<file path="src/rtl/a2d_arbiter.sv">
// a2d_arbiter: shares one A2D converter between the motion IR sequencer (req0)
// and the battery/aux monitor (req1); one conversion in flight, round-robin grant.
module a2d_arbiter #(
  parameter int unsigned      CNT_W   = 12,
  parameter logic [CNT_W-1:0] TIMEOUT = 12'd2047
) (
  input  logic        clk,
  input  logic        rst_n,
  input  logic        req0_strt,
  input  logic [2:0]  req0_chnnl,
  input  logic        req1_strt,
  input  logic [2:0]  req1_chnnl,
  input  logic        a2d_cnv_cmplt,
  input  logic [11:0] a2d_res,
  output logic        a2d_strt_cnv,
  output logic [2:0]  a2d_chnnl,
  output logic [11:0] res,
  output logic        cmplt0,
  output logic        cmplt1,
  output logic        busy,
  output logic        err_timeout,
  output logic        ovr0,
  output logic        ovr1
);

  typedef enum logic [1:0] {
    ST_IDLE   = 2'd0,
    ST_LAUNCH = 2'd1,
    ST_WAIT   = 2'd2
  } state_t;

  localparam logic [CNT_W-1:0] CNT_ONE  = {{(CNT_W-1){1'b0}}, 1'b1};
  localparam logic [CNT_W-1:0] CNT_LAST = TIMEOUT - CNT_ONE;
  localparam logic [CNT_W-1:0] CNT_MAX  = {CNT_W{1'b1}};

  state_t           state_q, state_d;
  logic             gnt_q, gnt_d;
  logic             last_q, last_d;
  logic [CNT_W-1:0] cnt_q, cnt_d;
  logic [1:0]       pend_q, pend_d;
  logic [2:0]       ch0_q, ch0_d, ch1_q, ch1_d;
  logic             cmplt_in_q;
  logic [11:0]      res_q, res_d;
  logic             cmplt0_q, cmplt0_d, cmplt1_q, cmplt1_d;
  logic             err_q, err_d;
  logic             ovr0_q, ovr0_d, ovr1_q, ovr1_d;
  logic             strt_q, strt_d;
  logic [2:0]       chnnl_q, chnnl_d;
  logic             busy_q, busy_d;

  logic             cmpl_ev_s;
  logic             done_s;
  logic             tmo_s;
  logic [1:0]       clr_s;
  logic [1:0]       keep_s;
  logic [1:0]       req_s;

  // A level already high on entry to WAIT was captured by cmplt_in_q, so it is no event.
  assign cmpl_ev_s = a2d_cnv_cmplt & ~cmplt_in_q;
  assign req_s     = {req1_strt, req0_strt};

  // FSM state register
  always_ff @(posedge clk or negedge rst_n) begin
    if (!rst_n) begin
      state_q <= ST_IDLE;
    end else begin
      state_q <= state_d;
    end
  end

  // FSM next-state: grant selection, conversion supervision and timeout counting
  always_comb begin
    state_d = state_q;
    gnt_d   = gnt_q;
    last_d  = last_q;
    cnt_d   = cnt_q;
    done_s  = 1'b0;
    tmo_s   = 1'b0;
    case (state_q)
      ST_IDLE: begin
        if (pend_q[0] && pend_q[1]) begin
          gnt_d   = ~last_q;
          state_d = ST_LAUNCH;
        end else if (pend_q[0]) begin
          gnt_d   = 1'b0;
          state_d = ST_LAUNCH;
        end else if (pend_q[1]) begin
          gnt_d   = 1'b1;
          state_d = ST_LAUNCH;
        end else begin
          state_d = ST_IDLE;
        end
      end
      ST_LAUNCH: begin
        cnt_d   = {CNT_W{1'b0}};
        state_d = ST_WAIT;
      end
      ST_WAIT: begin
        if (cmpl_ev_s) begin
          done_s  = 1'b1;
          last_d  = gnt_q;
          state_d = ST_IDLE;
        end else if (cnt_q == CNT_LAST) begin
          tmo_s   = 1'b1;
          last_d  = gnt_q;
          state_d = ST_IDLE;
        end else if (cnt_q == CNT_MAX) begin
          cnt_d   = cnt_q;
        end else begin
          cnt_d   = cnt_q + CNT_ONE;
        end
      end
      default: begin
        state_d = ST_IDLE;
      end
    endcase
  end

  // FSM outputs: request bookkeeping and next values of the registered outputs
  always_comb begin
    if (done_s || tmo_s) begin
      clr_s = gnt_q ? 2'b10 : 2'b01;
    end else begin
      clr_s = 2'b00;
    end
    // A strobe landing on the clearing cycle sees the slot as free, so it queues.
    keep_s   = pend_q & ~clr_s;
    pend_d   = keep_s | req_s;
    ovr0_d   = req_s[0] & keep_s[0];
    ovr1_d   = req_s[1] & keep_s[1];
    if (req_s[0] && !keep_s[0]) begin
      ch0_d = req0_chnnl;
    end else begin
      ch0_d = ch0_q;
    end
    if (req_s[1] && !keep_s[1]) begin
      ch1_d = req1_chnnl;
    end else begin
      ch1_d = ch1_q;
    end
    cmplt0_d = done_s & ~gnt_q;
    cmplt1_d = done_s & gnt_q;
    err_d    = tmo_s;
    if (done_s) begin
      res_d = a2d_res;
    end else begin
      res_d = res_q;
    end
    strt_d = (state_d == ST_LAUNCH);
    busy_d = (state_d == ST_LAUNCH) || (state_d == ST_WAIT);
    if (strt_d) begin
      chnnl_d = gnt_d ? ch1_q : ch0_q;
    end else begin
      chnnl_d = chnnl_q;
    end
  end

  // Datapath and registered output flops
  always_ff @(posedge clk or negedge rst_n) begin
    if (!rst_n) begin
      gnt_q      <= 1'b0;
      last_q     <= 1'b1;
      cnt_q      <= {CNT_W{1'b0}};
      pend_q     <= 2'b00;
      ch0_q      <= 3'd0;
      ch1_q      <= 3'd0;
      cmplt_in_q <= 1'b0;
      res_q      <= 12'd0;
      cmplt0_q   <= 1'b0;
      cmplt1_q   <= 1'b0;
      err_q      <= 1'b0;
      ovr0_q     <= 1'b0;
      ovr1_q     <= 1'b0;
      strt_q     <= 1'b0;
      chnnl_q    <= 3'd0;
      busy_q     <= 1'b0;
    end else begin
      gnt_q      <= gnt_d;
      last_q     <= last_d;
      cnt_q      <= cnt_d;
      pend_q     <= pend_d;
      ch0_q      <= ch0_d;
      ch1_q      <= ch1_d;
      cmplt_in_q <= a2d_cnv_cmplt;
      res_q      <= res_d;
      cmplt0_q   <= cmplt0_d;
      cmplt1_q   <= cmplt1_d;
      err_q      <= err_d;
      ovr0_q     <= ovr0_d;
      ovr1_q     <= ovr1_d;
      strt_q     <= strt_d;
      chnnl_q    <= chnnl_d;
      busy_q     <= busy_d;
    end
  end

  assign a2d_strt_cnv = strt_q;
  assign a2d_chnnl    = chnnl_q;
  assign res          = res_q;
  assign cmplt0       = cmplt0_q;
  assign cmplt1       = cmplt1_q;
  assign busy         = busy_q;
  assign err_timeout  = err_q;
  assign ovr0         = ovr0_q;
  assign ovr1         = ovr1_q;

endmodule

</file>
<file path="config.mk">
export PLATFORM = sky130hd
export DESIGN_NAME = a2d_arbiter
export DESIGN_NICKNAME = d
export VERILOG_FILES = /design/src/rtl/a2d_arbiter.sv
export SDC_FILE = /design/constraint.sdc
export NUM_CORES = 1
export LEC_CHECK = 0
export ABC_CLOCK_PERIOD_IN_PS = 1800
export CORE_UTILIZATION = 56
export DETAILED_ROUTE_END_ITERATION = 7
export DONT_BUFFER_PORTS = 1
export GPL_ROUTABILITY_DRIVEN = 0
export PLACE_DENSITY_LB_ADDON = 0.2
export SLEW_MARGIN = 0
export SYNTH_ARGS = -nofsm -noshare
export SYNTH_HDL_FRONTEND = slang
export SYNTH_SLANG_ARGS = --single-unit
</file>
<file path="constraint.sdc">
create_clock -name clk -period 1.8 [get_ports clk]
set_input_delay 0.18 -clock clk [delete_from_list [all_inputs] [get_ports clk]]
set_output_delay 0.18 -clock clk [all_outputs]
set_load 0.02 [all_outputs]
</file>
==> results of run 1 <==
## path summary, 6_finish.rpt
| check | startpoint | end | slack, ns |
|---|---|---|---|
| worst max-delay path | cnt_q[1] | ch1_q[2] | -0.12 |
| worst min-delay path | req0_strt | ch0_q[1] | 0.01 |
| worst max register to register | cnt_q[1] | ch1_q[2] | -0.12 |
| worst min register to register | last_q | last_q | 0.50 |
| max in group asynchronous | rst_n | last_q | 1.12 |
| min in group asynchronous | rst_n | cnt_q[6] | 0.41 |
## cell usage after synthesis, types with 4 or more instances
master     number  area [sq um]
a21oi_1         7          35.0
clkbuf_1        4          15.0
dfrtp_1        46          1150
ha_1            4          50.1
inv_1           7          26.3
mux2i_1         7          70.1
nand2_1        53           199
nand2b_1       13          81.3
nand3_1         7          35.0
nand4_1         4          25.0
nor2_1          8          30.0
o2111ai_1       6          52.6
o211ai_1        8          60.1
o21ai_0         5          25.0
## cell type report
type	count	area [sq um]	area share (%)
multi-input combinational	166	1240	40.6
sequential	47	1180	38.6
timing repair buffer	48	454	14.9
clock buffer	7	86.3	2.83
tap	48	60.1	1.97
inverter	7	26.3	0.860
clock inverter	1	8.76	0.287
## what timing repair did
| item | in CTS | in global routing |
|---|---|---|
| hold buffers | 17 | 1 |
| endpoints found under the hold margin | 63 | 1 |
| cloned | 1 | 0 |
| setup endpoints to repair | 18 | 25 |
| gates resized for setup | 18 | 25 |
| buffers inserted | 3 | 3 |
| pin swaps | 13 | 10 |
## registers in the layout (all words and copies together) (netlist names), 2 cells and up
name       flops
cnt_q         12
state_q        2
res           12
ch1_q          3
a2d_chnnl      3
ch0_q          3
pend_q         2
## logic make-up after synthesis
logic type | share of synthesized area (%)
DFF | 52.0
adders and majority gates | 2.21
muxes | 3.09
AOI/OAI and AO/OA | 14.7
buffers and inverters | 2.54
and+or+nand+nor | 25.5
## cell usage in the layout, fill, tap and decap left out, types with 6 or more instances in the layout
cell | synthesis | final
dlygate4sd3_1 | 0 | 17
o211ai_1 | 8 | 8
clkbuf_8 | 0 | 6
nand2b_1 | 13 | 13
inv_1 | 7 | 6
dfrtp_1 | 46 | 45
buf_4 | 0 | 24
mux2i_1 | 7 | 6
nand3_1 | 7 | 6
nand2_1 | 53 | 51
nor2_1 | 8 | 6
## routing by layer
| layer | vias to the layer above | routed length (um) | global-route usage (%) |
|---|---|---|---|
| met1 | 1012 | 2540 | 38.1 |
| met3 | 15 | 319 | 5.56 |
| li1 | 911 | - | - |
| met4 | 0 | 163 | 12.5 |
| met2 | 77 | 3160 | 52.4 |
| met5 | - | 0 | 0 |
## power by group
part	leakage (nW)	switching (mW)	internal, mW
clock network	0.0484	0.362	0.315
registers	0.563	0.485	1.34
logic	0.783	0.725	0.624
total	1.40	1.57	2.28
==> out/qor.yml, run 1 <==
power:
  p_leak_nw: 1.40
  p_per_area_nw_per_um2: 1260
  total_power_mw: 3.86
  vdd_drop_max_mv: 0.790
layout:
  n_antenna_cell: 0
  fin_nets: 302
  synthToLayoutAreaGrowth_pct: 34.9
  finalCoreUtilization_pct: 81.0
  stdcell_area_sq_um: 3060
  drive_gt1_share_pct: 28.6
  fill_cells: 227
  layout.cells.non_filler: 324
timing:
  tightest_slew_ns: 0.640
  finalWorstSetupSlack_ns: -0.116
  rsz0062_at_grt: "yes"
  fmax_ghz: 0.522
  timing.slew.headroom_pct: 57.3
  fin_crit_ns: 1.92
  whs_ns: 0.0122
  skew_ns: 0.0130
  tns_ns: -1.01
  period_share_pct: 106
  finalSetupViolCount: 16
  finalHoldViolCount: 0
  maxSlewViolCount: 0
worst_setup_path:
  slowest_stage: "or4_4"
  cp_num_cells: 7
  r2r_cells: 7
  path_class: "flip-flop to flip-flop"
  slowest_delay_ns: 0.57
  path_common_cell: "buf_6"
  crit_buf_inv: 2
  critPathMaxFanout: 6
  endpoint_kind: "flip-flop"
  startpoint_type: "flip-flop"
  worstPathRequired_ns: 1.97
  critPathArrivalTime_ns: 2.09
  cp_cell_sequence: "buf_6, ha_4, nand4b_4, or4_4, buf_6, o2111ai_2, o211ai_1"
  crit_family: "simple AND/OR/NAND/NOR gates"
clocking:
  htree_levels: 2
  clockBufferDepth: 2
  cts_tree: "yes"
  cts_root_buf: "clkbuf_8"
  cts_sinks: 47
  clkSlewWorstSetupHoldPaths_ns: 0.09
  numCtsBuffers: 5
  clk_latency_ns: 0.31
place:
  io_buffers: 0
  dp.cells: 292
  post_dp_cell_area_sq_um: 2510
  post-place-ws_ns: -0.165
  dp_hpwl_mm: 3.51
floorplan:
  die_width_um: 65.6
  start_util_pct: 60.1
  design.core.area_sq_um: 3770
  die_area_sq_um: 4300
  rows: 22
  die_h_um: 65.6
  pin_count: 45
route:
  routed_via_density: 6.22
  drtIter0Drc: 107
  drt_first_pass_iters: 4
  antenna_left: 0
  routed_wl_mm: 6.19
  drc: 0
  vias: 2015
  wl_per_cell_um: 19.1
synthesis:
  netlist_area_sq_um: 2260
  async_reset_ff_share_pct: 100
  synth_fp_nets: 252
  synth-seq-area-share_pct: 52.0
  syn_inst: 225
  yosysWarnings: 0
  synth.distinct_cells: 44
  synth-main-ff-cell: "dfrtp_1"
  syn_area_per_cell_sq_um: 10.1
  synth.ff_latch_count: 47
  synth_edf_count: 0
global_route:
  overflow: 0
  grt_pass1_vias: 2068
  grt_max_degree: 48
  grt_use_total_pct: 30.7
  grt_pass1_wl_mm: 9.82
  antenna_found_initial: 0
run:
  max_cap_viol_count: 0
status:
  outcome: "finished, violations left"
  violations: "negative setup slack"
min_path:
  hold_depth: 2
  worst_hold_path_type: "input pin to flip-flop"
Power figures use the tool's default switching activity.
==> inputs of run 2 (changes only) <==
--- a/config.mk
+++ b/config.mk
@@ -6,7 +6,7 @@
 export NUM_CORES = 1
 export LEC_CHECK = 0
 export ABC_CLOCK_PERIOD_IN_PS = 1800
-export CORE_UTILIZATION = 56
+export CORE_UTILIZATION = 50
 export DETAILED_ROUTE_END_ITERATION = 7
 export DONT_BUFFER_PORTS = 1
 export GPL_ROUTABILITY_DRIVEN = 0
==> out/qor.yml, run 2 (synthesis results as in run 1) <==
global_route:
  antenna_found_initial: 0  # unchanged
  overflow: 0  # unchanged
  grt_pass1_wl_mm: 8.91  # was 9.82 mm
  grt_max_degree: 48  # unchanged
  grt_pass1_vias: 1945  # was 2,068
  grt_use_total_pct: 23.7  # was 30.7%
timing:
  tightest_slew_ns: 0.621  # was 0.640 ns
  skew_ns: 0.00797  # was 0.0130 ns
  timing.slew.headroom_pct: 58.5  # was 57.3%
  whs_ns: 0.00101  # was 0.0122 ns
  finalSetupViolCount: 2  # was 16
  finalWorstSetupSlack_ns: -0.00890  # was -0.116 ns
  fmax_ghz: 0.553  # was 0.522 GHz
  rsz0062_at_grt: "yes"  # unchanged
  maxSlewViolCount: 0  # unchanged
  fin_crit_ns: 1.81  # was 1.92 ns
  period_share_pct: 100  # was 106%
  finalHoldViolCount: 0  # unchanged
layout:
  n_antenna_cell: 0  # unchanged
  fin_nets: 305  # was 302
  mostFrequentLayoutCells: "52 x nand2_1, 44 x dfrtp_1, 32 x buf_4"  # was 51 x nand2_1, 45 x dfrtp_1, 24 x buf_4
  drive_gt1_share_pct: 28.3  # was 28.6%
  final_common_cell: "nand2_1"  # unchanged
  fill_cells: 313  # was 227
  stdcell_area_sq_um: 3040  # was 3060 sq um
  synthToLayoutAreaGrowth_pct: 34.2  # was 34.9%
  finalCoreUtilization_pct: 69.8  # was 81.0%
status:
  outcome: "finished, violations left"  # unchanged
  violations: "negative setup slack"  # unchanged
worst_setup_path:
  critPathMaxFanout: 6  # unchanged
  path_class: "flip-flop to flip-flop"  # unchanged
  startpoint_type: "flip-flop"  # unchanged
  critPathArrivalTime_ns: 2.00  # was 2.09 ns
  endpoint_kind: "flip-flop"  # unchanged
  worstPathRequired_ns: 1.99  # was 1.97 ns
route:
  wl_per_cell_um: 15.7  # was 19.1 um
  antenna_left: 0  # unchanged
  drt_first_pass_iters: 4  # unchanged
  routed_wl_mm: 5.21  # was 6.19 mm
  drtIter0Drc: 121  # was 107
  drc: 0  # unchanged
  routed_via_density: 5.75  # was 6.22
  vias: 1903  # was 2,015
clocking:
  cts_root_buf: "clkbuf_8"  # unchanged
  cts_sinks: 47  # unchanged
  cts_tree: "yes"  # unchanged
  numCtsBuffers: 5  # unchanged
  clkSlewWorstSetupHoldPaths_ns: 0.08  # was 0.09 ns
  clockBufferDepth: 2  # unchanged
  htree_levels: 2  # unchanged
  clk_latency_ns: 0.30  # was 0.31 ns
place:
  post_dp_cell_area_sq_um: 2530  # was 2510 sq um
  io_buffers: 0  # unchanged
  post-place-ws_ns: -0.155  # was -0.165 ns
  dp_hpwl_mm: 3.24  # was 3.51 mm
floorplan:
  die_h_um: 69.3  # was 65.6 um
  die_width_um: 69.3  # was 65.6 um
  design.core.area_sq_um: 4350  # was 3770 sq um
  start_util_pct: 52.0  # was 60.1%
  pin_count: 45  # unchanged
  rows: 24  # was 22
  die_area_sq_um: 4800  # was 4300 sq um
power:
  p_leak_nw: 1.40  # about the same
  clock_power_share_pct: 16.9  # was 17.6%
  seqPwrFrac_pct: 49.4  # was 47.4%
  combPwrFrac_pct: 33.7  # was 35.0%
  p_per_area_nw_per_um2: 1210  # was 1260 nW/um^2
  p_int_mw: 2.20  # was 2.28 mW
  vdd_drop_max_mv: 0.669  # was 0.790 mV
  switching_share_pct: 39.9  # was 40.8%
  switchingPower_mw: 1.46  # was 1.57 mW
run:
  max_cap_viol_count: 0  # unchanged
min_path:
  worst_hold_path_type: "input pin to flip-flop"  # unchanged
run 2: cell type report:
type / instances / area [sq um] / share of cell area [%]
Tap cell: 52 / 65.1 / 2.14
Multi-Input combinational cell: 165 / 1220 / 40.3
Clock inverter: 1 / 7.51 / 0.247
Inverter: 7 / 26.3 / 0.865
Sequential cell: 47 / 1180 / 38.8
Clock buffer: 7 / 76.3 / 2.51
Timing Repair Buffer: 52 / 460 / 15.2
run 2: power by group through the flow:
stage | logic (mW) | registers (mW) | clock network [mW]
after floorplan | 0.677 | 1.76 | 0
after global placement | 0.973 | 1.81 | 0
after detailed placement | 0.999 | 1.80 | 0
after CTS | 1.10 | 1.80 | 0.634
after global routing | 1.40 | 1.85 | 0.680
final | 1.23 | 1.81 | 0.618
run 2: worst max-delay path: stages, from the launching register on:
cell	delay [ns]
dfrtp_1	0.40
inv_2	0.09
ha_4	0.15
nand4b_4	0.09
or4_4	0.49
o211a_4	0.28
or2_1	0.20
run 2: routing by layer:
metal	global-route usage [%]	routed length, um	vias to the layer above
li1	-	-	918
met1	32.2	2490	934
met2	37.0	2440	46
met3	5.96	209	5
met4	8.39	66	0
met5	0	0	-
run 2: path summary, 6_finish.rpt:
path	startpoint	end	slack [ns]	cells after the start
worst min-delay path	a2d_res[5]	res[5]	0.001	2
max in group asynchronous	rst_n	last_q	1.15	2
worst max register to register	cnt_q[0]	pend_q[1]	-0.009	6
min in group asynchronous	rst_n	a2d_strt_cnv	0.37	2
worst min register to register	last_q	last_q	0.49	2
worst max-delay path	cnt_q[0]	pend_q[1]	-0.009	6
run 2: what timing repair did:
| item | 4_1_cts | 5_1_grt |
|---|---|---|
| resized for setup | 12 | 27 |
| gates cloned | 0 | 0 |
| endpoints found under the setup margin | 17 | 23 |
| buffers inserted | 4 | 2 |
| hold buffers | 16 | 2 |
| endpoints found under the hold margin | 61 | 2 |
| pin swaps | 3 | 8 |
run 2: per-stage QoR:
stage / power [mW] / setup TNS [ns] / instances
4_1_cts: 3.53 / 0 / 327
5_1_grt: 3.93 / -0.389 / 331
6_report: 3.66 / -0.0111 / 331
3_5_place_dp: 2.80 / -1.75 / 299
3_3_place_gp: 2.78 / -0.964 / 299
2_1_floorplan: 2.44 / -0.121 / 225
